$ cat src/rtl/wave_pkg.sv
// Shared state encoding and helpers for the multi-channel waveform scope.
package wave_pkg;
    localparam int COLOR_W = 6;
    localparam int MAX_CH  = 4;

    typedef enum logic [2:0] {
        ST_IDLE,
        ST_FILL,
        ST_ARMED,
        ST_POST,
        ST_HOLD
    } state_t;

    function automatic logic [31:0] clamp_u(input logic [31:0] v, input logic [31:0] lim);
        return (v > lim) ? lim : v;
    endfunction
endpackage

$ cat src/rtl/wave_capture_ram.sv
// Simple dual-port sample buffer: one write port, one registered read port.
module wave_capture_ram #(
    parameter int DEPTH = 256,
    parameter int DW    = 8,
    parameter int AW    = $clog2(DEPTH)
) (
    input  logic          clk,
    input  logic          we,
    input  logic [AW-1:0] waddr,
    input  logic [DW-1:0] wdata,
    input  logic [AW-1:0] raddr,
    output logic [DW-1:0] rdata
);
    logic [DW-1:0] mem [DEPTH];

    always_ff @(posedge clk) begin
        if (we) mem[waddr] <= wdata;
        rdata <= mem[raddr];
    end
endmodule

$ cat src/rtl/wave_scope_multi.sv
// Triggered multi-channel capture into circular buffers, then a frozen frame
// rendered as connected traces through a fixed 3-clock pixel pipeline.
module wave_scope_multi
    import wave_pkg::*;
#(
    parameter int X_OFF    = 0,
    parameter int Y_OFF    = 0,
    parameter int W        = 256,
    parameter int H        = 128,
    parameter int NUM_CH   = 2,
    parameter int SAMPLE_W = 8,
    parameter int PRE      = 64,
    parameter int TRIG_CH  = 0,
    parameter logic [COLOR_W*MAX_CH-1:0] COLORS = {6'b110000, 6'b001100, 6'b000011, 6'b111111}
) (
    input  logic                       clk,
    input  logic                       rst_n,
    input  logic                       sample_valid,
    input  logic [NUM_CH*SAMPLE_W-1:0] sample_in,
    input  logic                       arm,
    input  logic [SAMPLE_W-1:0]        trig_level,
    input  logic                       trig_rising,
    output logic                       busy,
    output logic                       done,
    input  logic [9:0]                 x_px,
    input  logic [9:0]                 y_px,
    output logic [5:0]                 color_px,
    output state_t                     dbg_state
);
    localparam int AW     = $clog2(W);
    localparam int POST_N = W - PRE - 1;

    state_t              state;
    logic [AW-1:0]       wr_ptr, fill_cnt, post_cnt, start_addr;
    logic [SAMPLE_W-1:0] hist, trig_cur;
    logic                hist_valid, capturing, wr_en, trig_hit;

    assign trig_cur  = sample_in[SAMPLE_W*TRIG_CH +: SAMPLE_W];
    assign capturing = (state == ST_FILL) || (state == ST_ARMED) || (state == ST_POST);
    assign wr_en     = capturing && sample_valid && !arm;
    assign trig_hit  = hist_valid && (trig_rising ?
                       (hist < trig_level && trig_cur >= trig_level) :
                       (hist > trig_level && trig_cur <= trig_level));
    assign dbg_state = state;

    // arm has priority over everything, including a same-cycle trigger; its sample is dropped.
    always_ff @(posedge clk or negedge rst_n) begin
        if (!rst_n) begin
            state      <= ST_IDLE;
            wr_ptr     <= '0;
            fill_cnt   <= '0;
            post_cnt   <= '0;
            start_addr <= '0;
            hist       <= '0;
            hist_valid <= 1'b0;
            busy       <= 1'b0;
            done       <= 1'b0;
        end else if (arm) begin
            state      <= (PRE == 0) ? ST_ARMED : ST_FILL;
            fill_cnt   <= '0;
            hist_valid <= 1'b0;
            busy       <= 1'b1;
            done       <= 1'b0;
        end else if (wr_en) begin
            wr_ptr     <= wr_ptr + AW'(1);
            hist       <= trig_cur;
            hist_valid <= 1'b1;
            case (state)
                ST_FILL: begin
                    fill_cnt <= fill_cnt + AW'(1);
                    if (fill_cnt == AW'(PRE - 1)) state <= ST_ARMED;
                end
                ST_ARMED: begin
                    if (trig_hit) begin
                        // Frame start is the trigger address minus the pre-trigger depth.
                        start_addr <= wr_ptr - AW'(PRE);
                        post_cnt   <= '0;
                        if (POST_N == 0) begin
                            state <= ST_HOLD;
                            busy  <= 1'b0;
                            done  <= 1'b1;
                        end else begin
                            state <= ST_POST;
                        end
                    end
                end
                ST_POST: begin
                    post_cnt <= post_cnt + AW'(1);
                    if (post_cnt == AW'(POST_N - 1)) begin
                        state <= ST_HOLD;
                        busy  <= 1'b0;
                        done  <= 1'b1;
                    end
                end
                default: ;
            endcase
        end
    end

    logic [31:0]   xe, ye;
    logic          in_win;
    logic [AW-1:0] col_c, rd_addr;
    logic [9:0]    s1_row, s2_row;
    logic          s1_win, s2_win, s1_first, s2_first;
    logic [NUM_CH-1:0] lit;
    logic [5:0]    color_nx;

    assign xe     = 32'(x_px);
    assign ye     = 32'(y_px);
    assign in_win = (xe >= 32'(X_OFF + 1)) && (xe <= 32'(X_OFF + W)) &&
                    (ye >= 32'(Y_OFF + 1)) && (ye <= 32'(Y_OFF + H));
    assign col_c  = AW'(xe - 32'(X_OFF) - 32'd1);

    always_ff @(posedge clk or negedge rst_n) begin
        if (!rst_n) begin
            rd_addr  <= '0;
            s1_row   <= '0;
            s1_win   <= 1'b0;
            s1_first <= 1'b0;
            s2_row   <= '0;
            s2_win   <= 1'b0;
            s2_first <= 1'b0;
            color_px <= '0;
        end else begin
            rd_addr  <= start_addr + col_c;
            s1_row   <= 10'(ye - 32'(Y_OFF) - 32'd1);
            s1_win   <= in_win;
            s1_first <= (col_c == '0);
            s2_row   <= s1_row;
            s2_win   <= s1_win;
            s2_first <= s1_first;
            color_px <= (done && s2_win) ? color_nx : 6'd0;
        end
    end

    for (genvar i = 0; i < NUM_CH; i++) begin : g_ch
        logic [SAMPLE_W-1:0] rd_data, prv_q;
        logic [31:0]         cur, prv, lo, hi;

        wave_capture_ram #(.DEPTH(W), .DW(SAMPLE_W)) u_ram (
            .clk   (clk),
            .we    (wr_en),
            .waddr (wr_ptr),
            .wdata (sample_in[SAMPLE_W*i +: SAMPLE_W]),
            .raddr (rd_addr),
            .rdata (rd_data)
        );

        // prv_q holds the previous column's read because x advances one pixel per clock.
        always_ff @(posedge clk or negedge rst_n) begin
            if (!rst_n) prv_q <= '0;
            else        prv_q <= rd_data;
        end

        assign cur    = clamp_u(32'(rd_data), 32'(H - 1));
        assign prv    = s2_first ? cur : clamp_u(32'(prv_q), 32'(H - 1));
        assign lo     = (prv < cur) ? prv : cur;
        assign hi     = (prv < cur) ? cur : prv;
        assign lit[i] = (32'(s2_row) >= lo) && (32'(s2_row) <= hi);
    end

    always_comb begin
        color_nx = '0;
        for (int i = NUM_CH - 1; i >= 0; i--)
            if (lit[i]) color_nx = COLORS[COLOR_W*i +: COLOR_W];
    end
endmodule

$ cat config.mk
export PLATFORM = sky130hd
export DESIGN_NAME = wave_scope_multi
export DESIGN_NICKNAME = d
export VERILOG_FILES = /design/src/rtl/wave_pkg.sv /design/src/rtl/wave_capture_ram.sv /design/src/rtl/wave_scope_multi.sv
export SDC_FILE = /design/constraint.sdc
export NUM_CORES = 2
export LEC_CHECK = 0
export ABC_AREA = 1
export BUFFER_PORTS_ARGS = -buffer_cell sky130_fd_sc_hd__clkbuf_2
export CORE_ASPECT_RATIO = 1.25
export CORE_UTILIZATION = 50
export CTS_CLUSTER_SIZE = 24
export DETAILED_ROUTE_END_ITERATION = 16
export PLACE_DENSITY = 0.65
export SYNTH_ARGS = -nofsm -noshare
export SYNTH_HDL_FRONTEND = slang
export SYNTH_SLANG_ARGS = --single-unit
$ cat constraint.sdc
create_clock -name clk -period 4.58 [get_ports clk]
set_clock_uncertainty 0.15 [all_clocks]
set_input_delay 0.458 -clock clk [delete_from_list [all_inputs] [get_ports clk]]
set_output_delay 0.458 -clock clk [all_outputs]
set_load 0.01 [all_outputs]
==> results.tsv <==
metric	value	unit
outcome	complete, no violations	
clk_latency	0.98	ns
met3_usage	0.04017	
multi_input_comb_area	40510	um^2
core_area	342300	um^2
setup_ws	0.7187	ns
cp.arrival	4.52	ns
htree_levels	5	
rows	240	
cts_resized	0	
maxCapViolCount	0	
area_growth	11.52	%
grtUsageTotal	0.2724	
grt_max_degree	195	
p_leak	0.06826	uW
critPathSlowestCell	inv_1	
grt_first_pass_wirelength	702800	um
crit_top_cell	o21ai_0	
use_met2	0.4450	
regArea	125700	um^2
final_nets	14580	
fin_crit_sh	0.8431	
drv_slew	0	
worstPathCellList	inv_1 > o22ai_1 > inv_1 > ha_1 > a21oi_1 > o21ai_0 > nand4_1 > o211ai_2 > o21ai_0 > ha_1 > o21ai_0 > a21boi_0 > o21ai_0 > nand2_1 > nand2_1 > nand2_1 > a21boi_0 > o22ai_1	
cts.sinks	4208	
first_pass_iters	6	
cp_max_fo	20	
p_total	86870	uW
vias	112500	
dp_hpwl	276400	um
synth_area_leaders	edfxtp_1 71%, nand3_1 12%, nand2_1 9.5%, dfrtp_1 1.4%, buf_2 1.3%	
grt-ovfl-total	0	
io_pins	60	
worst_pin_slew	1.197	ns
synth-edff-count	4096	
power_density	451.9	nW/um^2
ys_seq_area_frac	0.7294	
postCtsSetupBuffers	0	
antenna_found_initial	18	
grt_pass1_vias	106300	
finalSetupTns	0	ns
syn_area_per_cell	12.04	um^2
drive_gt1_frac	0.08451	
fp.dieW	527.1	um
cts_root_buf	clkbuf_16	
start_util	0.5035	
ys_types	51	
die_h	658.4	um
end_kind	register	
placed_area	178300	um^2
cp-start-kind	register	
fillerInstances	27410	
yosysWarnings	0	
synth_ff_type	edfxtp_1	
ys_async_sr_fraction	0.02281	
syn_inst	14310	
finalHoldViolCount	0	
yosysTopAreaCellShare	0.7136	
required	5.24	ns
wl_per_cell	24.91	um
synth.most_common_cell	nand2_1	
ir_drop	0.3670	mV
path_clk_slew	0.06	ns
yosys_register_bits	4208	
globalplace.congestion	0.9269	
clockBufferDepth	4	
grtUsageMet1	0.3560	
cts_tree	built	
ant_nets	0	
synthTopCellsByCount	4344 x nand2_1, 4096 x edfxtp_1, 4061 x nand3_1	
drc	0	
fmax	259.0	MHz
cpPeakStageDelay	0.46	ns
rsz0062_at_grt	false	
crit_type	reg -> reg	
port_buffers	59	
totalWireLength	479900	um
holdBufCountCts	45	
pre_cts_ws	0.7876	ns
syn_area	172400	um^2
vias_per_cell	5.840	
final_area	192200	um^2
busiest_layer	met2	
finalCriticalPeriod	3.861	ns
die_area	347100	um^2
slew_headroom	0.1997	
drtIter0Drc	13080	
setup_viol	0	
cts_buffers	408	
hold_class	in -> reg	
synth_largest_area_cell	edfxtp_1	
[final cells by class]
cell class	count	share of cell area
Inverter	117	0.002623
Sequential cell	4208	0.6542
Tap cell	4477	0.02914
Clock inverter	245	0.01392
Timing Repair Buffer	667	0.03328
Antenna cell	7	0.00009113
Clock buffer	502	0.05599
Multi-Input combinational cell	9040	0.2108
[worst max-delay path, delay by kind of cell (launching register included)]
family,cells,cell delay (ns)
compound gates,10,1.81
simple gates,4,0.29
flops,1,0.40
buf+inv,2,0.57
fa+ha+maj,2,0.50
[report_power, final]
group	switching, uW	internal, uW	total (uW)
registers	264	42500	42800
clock network	14300	19800	34100
logic	7430	2600	10000
total	22000	64800	86900
[per-stage QoR]
| step | util | hold slack [ns] | cells |
|---|---|---|---|
| floorplan | - | 0.01241 | 14320 |
| global placement | 0.5208 | 0.1821 | 18460 |
| detailed placement | 0.5208 | 0.1855 | 18460 |
| CTS | 0.5614 | 0.01621 | 19260 |
| global route | 0.5614 | 0.05641 | 19260 |
| finish | 0.5615 | 0.06900 | 19260 |
[final timing paths]
kind / from / end / slack (ns) / cells after the start
max: s2_first$_DFF_PN0_ / color_px[1]$_DFF_PN0_ / 0.72 / 18
min: sample_in[1] / g_ch[0].u_ram.mem[115][1]$_DFFE_PP_ / 0.07 / 2
max reg2reg: s2_first$_DFF_PN0_ / color_px[1]$_DFF_PN0_ / 0.72 / 18
min reg2reg: s1_row[8]$_DFF_PN0_ / s2_row[8]$_DFF_PN0_ / 0.20 / 0
max in group asynchronous: rst_n / g_ch[1].prv_q[3]$_DFF_PN0_ / 3.19 / 4
min in group asynchronous: rst_n / g_ch[0].prv_q[1]$_DFF_PN0_ / 0.40 / 3
[flip-flops by register name, summed over array words and instances (netlist names), 8 cells and up]
name,cells
g_ch.u_ram.mem,4096
g_ch.prv_q,16
g_ch.u_ram.rdata,16
s1_row,10
s2_row,10
fill_cnt,8
hist,8
post_cnt,8
rd_addr,8
start_addr,8
wr_ptr,8
[per-layer routing]
| layer | part of all wire | routed length (um) |
|---|---|---|
| met5 | 0.00016 | 75 |
| met3 | 0.083 | 39820 |
| met1 | 0.38 | 183000 |
| met2 | 0.48 | 230000 |
| met4 | 0.056 | 26920 |
[cells by family (layout without fill, tap and decap cells)]
group | after synthesis | in the layout | share of synthesized area
DFF | 4208 | 4208 | 0.7294
xor gates and xnor gates | 32 | 32 | 0.001626
AOI/OAI and AO/OA | 133 | 133 | 0.004261
adders and majority gates | 88 | 88 | 0.006432
and+or+nand+nor | 8779 | 8779 | 0.2220
buffers and inverters | 1070 | 1531 | 0.03619
other | 2 | 15 | 0.00004357
[placed cells by master, fill, tap and decap left out, types with 6 or more instances in the layout]
cell              n
inv_6             9
dfrtp_1          90
o21ai_1           9
clkbuf_2         42
nand4_4           6
edfxtp_1       4096
nor2_1          317
dfxtp_1          16
clkbuf_16       415
nand3_1        4061
clkbuf_1         82
bufinv_16        55
buf_4           464
buf_8            16
a21oi_1          39
diode_2           7
nand2_1        4342
clkinvlp_4        8
nand4_1          16
ha_1             87
o22ai_1          15
clkinv_1         91
or2_2             8
conb_1            8
inv_1           105
o21ai_0          55
dfrtp_4           6
buf_12          101
xnor2_1           7
dlygate4sd3_1    44
clkinv_2         70
xor2_1           25
(Power assumes the default switching activity.)
